**config.mk**
```make
export PLATFORM = sky130hd
export DESIGN_NAME = mux_data_collect
export DESIGN_NICKNAME = d
export VERILOG_FILES = /design/src/rtl/mux_data_collect.sv
export SDC_FILE = /design/constraint.sdc
export NUM_CORES = 1
export LEC_CHECK = 0
export CORE_ASPECT_RATIO = 1.25
export CORE_MARGIN = 1
export CORE_UTILIZATION = 49
export DETAILED_ROUTE_END_ITERATION = 7
export PLACE_DENSITY_LB_ADDON = 0.15
export SETUP_SLACK_MARGIN = 0.05
export SLEW_MARGIN = 20
export SYNTH_ARGS = -nofsm -noshare
export SYNTH_HDL_FRONTEND = slang
export SYNTH_SLANG_ARGS = --single-unit
```
**constraint.sdc**
```tcl
create_clock -name clk -period 5.6 [get_ports clk]
set_input_delay 1.68 -clock clk [delete_from_list [all_inputs] [get_ports clk]]
set_output_delay 1.68 -clock clk [all_outputs]
set_load 0.01 [all_outputs]
```
**src/rtl/mux_data_collect.sv**
```systemverilog
// rtl/mux_data_collect.sv - round-robin merge of five AXI-Stream sources into one registered, source-tagged stream
// Optional macro COLLECT_FORCE_SEL_EN adds a sel input that forces which source is granted in IDLE.
module mux_data_collect #(
  parameter int DATA_W = 8,
  parameter int CNT_W  = 16
) (
  input  logic              clk,
  input  logic              rst_n,
  input  logic [DATA_W-1:0] tdata_m1,
  input  logic [DATA_W-1:0] tdata_m2,
  input  logic [DATA_W-1:0] tdata_s1,
  input  logic [DATA_W-1:0] tdata_s2,
  input  logic [DATA_W-1:0] tdata_s3,
  input  logic              tvalid_m1,
  input  logic              tvalid_m2,
  input  logic              tvalid_s1,
  input  logic              tvalid_s2,
  input  logic              tvalid_s3,
  input  logic              tlast_m1,
  input  logic              tlast_m2,
  input  logic              tlast_s1,
  input  logic              tlast_s2,
  input  logic              tlast_s3,
  output logic              tready_m1,
  output logic              tready_m2,
  output logic              tready_s1,
  output logic              tready_s2,
  output logic              tready_s3,
`ifdef COLLECT_FORCE_SEL_EN
  input  logic [2:0]        sel,
`endif
  output logic [DATA_W-1:0] tdata,
  output logic              tvalid,
  output logic              tlast,
  output logic [2:0]        tsrc,
  input  logic              tready,
  output logic [CNT_W-1:0]  pkt_count
);

  localparam logic [0:0] ST_IDLE = 1'b0;
  localparam logic [0:0] ST_BUSY = 1'b1;

  logic [0:0]        r_state;
  logic [2:0]        r_grant;
  logic [2:0]        r_last_grant;
  logic [DATA_W-1:0] r_tdata;
  logic              r_tvalid;
  logic              r_tlast;
  logic [2:0]        r_tsrc;
  logic [CNT_W-1:0]  r_pkt_count;

  logic [4:0]        w_src_valid;
  logic [4:0]        w_src_last;
  logic [4:0]        w_src_ready;
  logic [DATA_W-1:0] w_src_data [5];
  logic [DATA_W-1:0] w_g_data;
  logic              w_g_valid;
  logic              w_g_last;
  logic              w_out_free;
  logic              w_accept;
  logic [2:0]        w_pick;
  logic [3:0]        w_scan;

  // Index 0..4 holds source code 1..5 (m1, m2, s1, s2, s3).
  assign w_src_valid   = {tvalid_s3, tvalid_s2, tvalid_s1, tvalid_m2, tvalid_m1};
  assign w_src_last    = {tlast_s3, tlast_s2, tlast_s1, tlast_m2, tlast_m1};
  assign w_src_data[0] = tdata_m1;
  assign w_src_data[1] = tdata_m2;
  assign w_src_data[2] = tdata_s1;
  assign w_src_data[3] = tdata_s2;
  assign w_src_data[4] = tdata_s3;

  assign w_out_free = !r_tvalid || tready;

  always_comb begin
    w_g_data    = '0;
    w_g_valid   = 1'b0;
    w_g_last    = 1'b0;
    w_src_ready = '0;
    for (int i = 0; i < 5; i++) begin
      if (r_grant == 3'(i + 1)) begin
        w_g_data       = w_src_data[i];
        w_g_valid      = w_src_valid[i];
        w_g_last       = w_src_last[i];
        w_src_ready[i] = (r_state == ST_BUSY) && w_out_free;
      end
    end
  end

  assign w_accept = (r_state == ST_BUSY) && w_out_free && w_g_valid;

  always_comb begin
    w_pick = '0;
    w_scan = '0;
`ifdef COLLECT_FORCE_SEL_EN
    if ((sel >= 3'd1) && (sel <= 3'd5) && w_src_valid[sel - 3'd1]) begin
      w_pick = sel;
    end
`else
    // Scan downward so the closest code after last_grant is the one that sticks.
    for (int k = 5; k >= 1; k--) begin
      w_scan = {1'b0, r_last_grant} + 4'(k);
      if (w_scan > 4'd5) begin
        w_scan = w_scan - 4'd5;
      end
      if (w_src_valid[w_scan[2:0] - 3'd1]) begin
        w_pick = w_scan[2:0];
      end
    end
`endif
  end

  always_ff @(posedge clk or negedge rst_n) begin
    if (!rst_n) begin
      r_state      <= ST_IDLE;
      r_grant      <= 3'd0;
      r_last_grant <= 3'd5;
    end else if (r_state == ST_IDLE) begin
      if (w_pick != 3'd0) begin
        r_grant <= w_pick;
        r_state <= ST_BUSY;
      end
    end else if (w_accept && w_g_last) begin
      r_state      <= ST_IDLE;
      r_last_grant <= r_grant;
      r_grant      <= 3'd0;
    end
  end

  always_ff @(posedge clk or negedge rst_n) begin
    if (!rst_n) begin
      r_tdata  <= '0;
      r_tvalid <= 1'b0;
      r_tlast  <= 1'b0;
      r_tsrc   <= 3'd0;
    end else if (w_accept) begin
      r_tdata  <= w_g_data;
      r_tvalid <= 1'b1;
      r_tlast  <= w_g_last;
      r_tsrc   <= r_grant;
    end else if (w_out_free) begin
      r_tvalid <= 1'b0;
    end
  end

  always_ff @(posedge clk or negedge rst_n) begin
    if (!rst_n) begin
      r_pkt_count <= '0;
    end else if (r_tvalid && tready && r_tlast) begin
      r_pkt_count <= r_pkt_count + 1'b1;
    end
  end

  assign tready_m1 = w_src_ready[0];
  assign tready_m2 = w_src_ready[1];
  assign tready_s1 = w_src_ready[2];
  assign tready_s2 = w_src_ready[3];
  assign tready_s3 = w_src_ready[4];
  assign tdata     = r_tdata;
  assign tvalid    = r_tvalid;
  assign tlast     = r_tlast;
  assign tsrc      = r_tsrc;
  assign pkt_count = r_pkt_count;

endmodule

```
==> reports/results.env, run 1 <==
CLOCK_POWER_SHARE_PCT=8.9
WL_MICRONS=8020
CRIT_PATH_END_KIND='output port'
DRT_DRC_VIOLATIONS_LEFT=0
TIGHTEST_SLEW_NS=0.688
TIMING.HOLD.WORST.START='pkt_count[15]$_DFFE_PN0P_'
AREA.GROWTH.SYNTH_TO_FINAL_PCT=33.7
DIE_WIDTH_MICRONS=72.4
LEAKAGE_nW=1.66
SHARE_COMB_OF_TOTAL_POWER_PCT=73.8
TIMING_MAX_TRANSITION_VIOLATIONS_FINAL=0
CRITPATHLAUNCH='tready'
SETUP-TNS-FINAL_NS=0
PATH_CLASS='input port to output port'
IRDROPWORSTVDD_V=0.000345
DRT_ITER0_DRC=85
FINALCRITPERIODSHARE_PCT=87.3
GRT_SETUP_UNREPAIRED='no'
CTS.REPAIR_TIMING.SETUP_BUFFER_COUNT=0
GRT_OVERFLOW_TOTAL=0
POWER_SWITCHING_SHARE_PCT=46.9
ANTENNA_FOUND_INITIAL=0
GRT_MAX_DEGREE=37
DPL_WIRE_LENGTH_MICRONS=5930
FF2FF_PATH_DEPTH=13
MIN_TO='pkt_count[15]$_DFFE_PN0P_'
REGTOREGENDPOINT='r_state$_DFF_PN0_'
NETLIST.AREA_LEADER.SHARE_PCT=28.1
HTREE_LEVELS=2
GP_CONGESTION=0.908
FINALSETUPVIOLATIONS=0
CP.REQUIRED_NS=3.92
RESIZE_COUNT_POST_CTS=0
FF2FF_SETUP_SLACK_NS=1.13
FINALCLOCKSKEW_NS=0.00482
SYNTH.AVG_CELL_AREA_SQ_UM=9.02
STARTING_UTILIZATION_OF_THE_CORE_AREA_PCT=51.4
P_SW_mW=1.21
HOLD_VIOL=0
MAX_CAP_VIOLATIONS=0
SEQ_AREA_FRAC_SYNTH_PCT=29.8
SEQPWRFRAC_PCT=17.3
DRIVE_ABOVE_1_SHARE_PCT=10.6
TIMING.HOLD.WORST.CLASS='register to register'
GLOBALROUTE.BUSIESTLAYER='met2'
POST_DRT_VIA_CELL_RATIO=5.70
CLOCK_SINK_COUNT=36
DRT_PASS1_ITERATIONS=4
POST_DRT_WL_PER_CELL_MICRONS=16.1
ROUTED-VIA-COUNT=2842
CRIT_PATH_MAX_FANOUT=4
SYNTHDOMINANTAREACELLTYPE='dfrtp_1'
SYNTH.YOSYS.WARNINGS=0
ANTENNA-DIODE-COUNT=0
SLEW-LIMIT-HEADROOM_PCT=54.1
RR_STARTPOINT='r_last_grant[0]$_DFFE_PN1P_'
POSTROUTEANTENNANETS=0
MAPPEDNETLISTAREA_SQ_UM=3030
CLK_PATH_BUF_DEPTH=2
POWER_DENSITY_nW_PER_UM2=638
HOLD_DEPTH=1
YOSYS_REGISTER_BITS=36
CTS_TREE='done'
GLOBAL_ROUTE_WIRE_LENGTH_BEFORE_REPAIR_MICRONS=13200
LAYOUT.NETS=486
CRITPATHARRIVALTIME_NS=3.21
CELL_CHOSEN_FOR_THE_CLOCK_ROOT='clkbuf_8'
INTERNAL_POWER_mW=1.37
POSTSYNTH.ASYNCRESETSHARE_PCT=100
GLOBAL_ROUTE.USAGE.TOTAL_PCT=25.9
USE_MET1_PCT=30.6
GRT.MET2_USAGE_PCT=46.0
FP-ROW-COUNT=31
CTS.HOLD.BUFFERS_ADDED=0
SYNTH_TOP_FLOP_CELL='dfrtp_1'
SYNTH_EDF_COUNT=0
NUMBER_OF_NETS_IN_THE_SYNTHESIZED_NETLIST=406
STATUS='complete, no violations'
FP.COREAREA_SQ_UM=5900
CP-START-KIND='input port'
VIAS_IN_THE_FIRST_GLOBAL_ROUTE=2813
YOSYS.CELL_TYPES.COUNT=61
POST-ROUTE-MIN-PERIOD_NS=4.89
YOSYSMOSTFREQUENTCELL='dfrtp_1'
BUFFER_PORTS.INSERTED=86
NUMBER_OF_CTS_INSERTED_BUFFERS=5
POSTLAYOUTSETUPSLACKWORST_NS=0.714
FP.DIEH_MICRONS=89.9
DIE-AREA_SQ_UM=6510
CLKTRANSATPATHREGS_NS=0.07
MET3_USAGE_PCT=5.38
PLACE_WORST_SETUP_SLACK_NS=0.737
NUM-FILL-CELLS=513
FMAX_GHz=0.205
YS_TOP_CELLS_BY_COUNT='dfrtp_1, nand2_1, nor2_1'
CLK-INSERTION-DELAY-LATE_NS=0.29
SYNTH.TOP_CELLS.BY_AREA='dfrtp_1, ha_1, mux2i_1'
NUMBER_OF_INSTANCES_IN_THE_SYNTHESIZED_NETLIST=336
IO_PINS=87
==> flip-flops by register name, indices dropped and copies added, names as in the netlist <==
name and flops:
tsrc 3, r_last_grant 3, tdata 8, tvalid 1, pkt_count 16, r_state 1, r_grant 3, tlast 1
==> placed cells by master, fill, tap and decap left out, drive strengths merged, types with 5 or more instances in the layout <==
cell           count
inv               11
a22oi              9
o22a              10
xor2              10
o22ai              5
nor3               7
a211o              5
a21oi              6
clkbuf             6
dfrtp             34
xnor2             13
ha                17
mux2i             16
nand3             13
nor2              25
o21ai             25
nand2             31
nand2b             7
nor2b              5
mux2              14
clkdlybuf4s50     86
==> worst max-delay path, cell delays in order <==
cell and delay, ns:
clkdlybuf4s50_1 0.49, nand2b_1 0.18, nand3_1 0.13, nor3_1 0.16
clkdlybuf4s50_1 0.56
==> metal layers <==
| metal | share of wire, % | vias up | wire length [microns] |
|---|---|---|---|
| met1 | 42 | 1382 | 3400 |
| met4 | 1.4 | 0 | 112 |
| met3 | 4.5 | 10 | 362 |
| li1 | - | 1386 | - |
| met2 | 52 | 64 | 4150 |
| met5 | 0 | - | 0 |
==> how the worst max path moves through the flow <==
stage,cells after the start,end
2_1_floorplan,3,tready_m1
3_3_place_gp,5,tready_m1
3_5_place_dp,5,tready_m1
4_1_cts,5,tready_m1
5_1_grt,5,tready_m1
6_report,5,tready_m1
==> cell families (layout without fill, tap and decap cells) <==
kind of cell | count (synthesis) | in the layout | synth area share [%]
simple gates | 112 | 112 | 18.7
xor+xnor | 23 | 23 | 6.64
flops | 36 | 36 | 29.8
fa+ha+maj | 17 | 17 | 7.02
compound gates | 89 | 89 | 21.3
buf+inv | 26 | 107 | 3.51
mux | 33 | 33 | 13.0
==> metrics by stage <==
step | power (mW) | instances | hold WS, ns | instance area [sq um] | utilization (%)
floorplan | 1.88 | 336 | 0.507 | 3030 | -
global placement | 2.29 | 491 | 0.460 | 3950 | 66.9
detailed placement | 2.33 | 491 | 0.469 | 3950 | 66.9
CTS | 2.57 | 499 | 0.481 | 4050 | 68.7
global route | 2.79 | 499 | 0.499 | 4050 | 68.7
finish | 2.58 | 499 | 0.478 | 4050 | 68.7
==> power by group through the flow <==
stage | registers, mW | logic [mW] | clock network (mW)
2_1_floorplan | 0.414 | 1.47 | 0
3_3_place_gp | 0.446 | 1.84 | 0
3_5_place_dp | 0.448 | 1.88 | 0
4_1_cts | 0.444 | 1.89 | 0.234
5_1_grt | 0.459 | 2.09 | 0.247
6_report | 0.446 | 1.91 | 0.230
==> layout make-up <==
type	instances	area (sq um)	share of cell area, %
multi-input cells	274	2020	49.9
clock buffers	6	72.6	1.79
inverters	11	41.3	1.02
flip-flops and latches	36	903	22.3
well taps	82	103	2.53
clock inverters	2	35.0	0.864
repair buffers	88	876	21.6
Power figures use the tool's default switching activity.
==> run 2: changes to the inputs <==
--- a/config.mk
+++ b/config.mk
@@ -11,7 +11,6 @@
 export DETAILED_ROUTE_END_ITERATION = 7
 export PLACE_DENSITY_LB_ADDON = 0.15
 export SETUP_SLACK_MARGIN = 0.05
-export SLEW_MARGIN = 20
 export SYNTH_ARGS = -nofsm -noshare
 export SYNTH_HDL_FRONTEND = slang
 export SYNTH_SLANG_ARGS = --single-unit
==> results of run 2 <==
Same layout as run 1: the final DEF is identical, and so are final timing and power.
==> run 3: changes to the inputs <==
--- a/config.mk
+++ b/config.mk
@@ -5,6 +5,7 @@
 export SDC_FILE = /design/constraint.sdc
 export NUM_CORES = 1
 export LEC_CHECK = 0
+export CAP_MARGIN = 20
 export CORE_ASPECT_RATIO = 1.25
 export CORE_MARGIN = 1
 export CORE_UTILIZATION = 49
==> results of run 3 <==
Same layout as run 1: the final DEF is identical, and so are final timing and power.
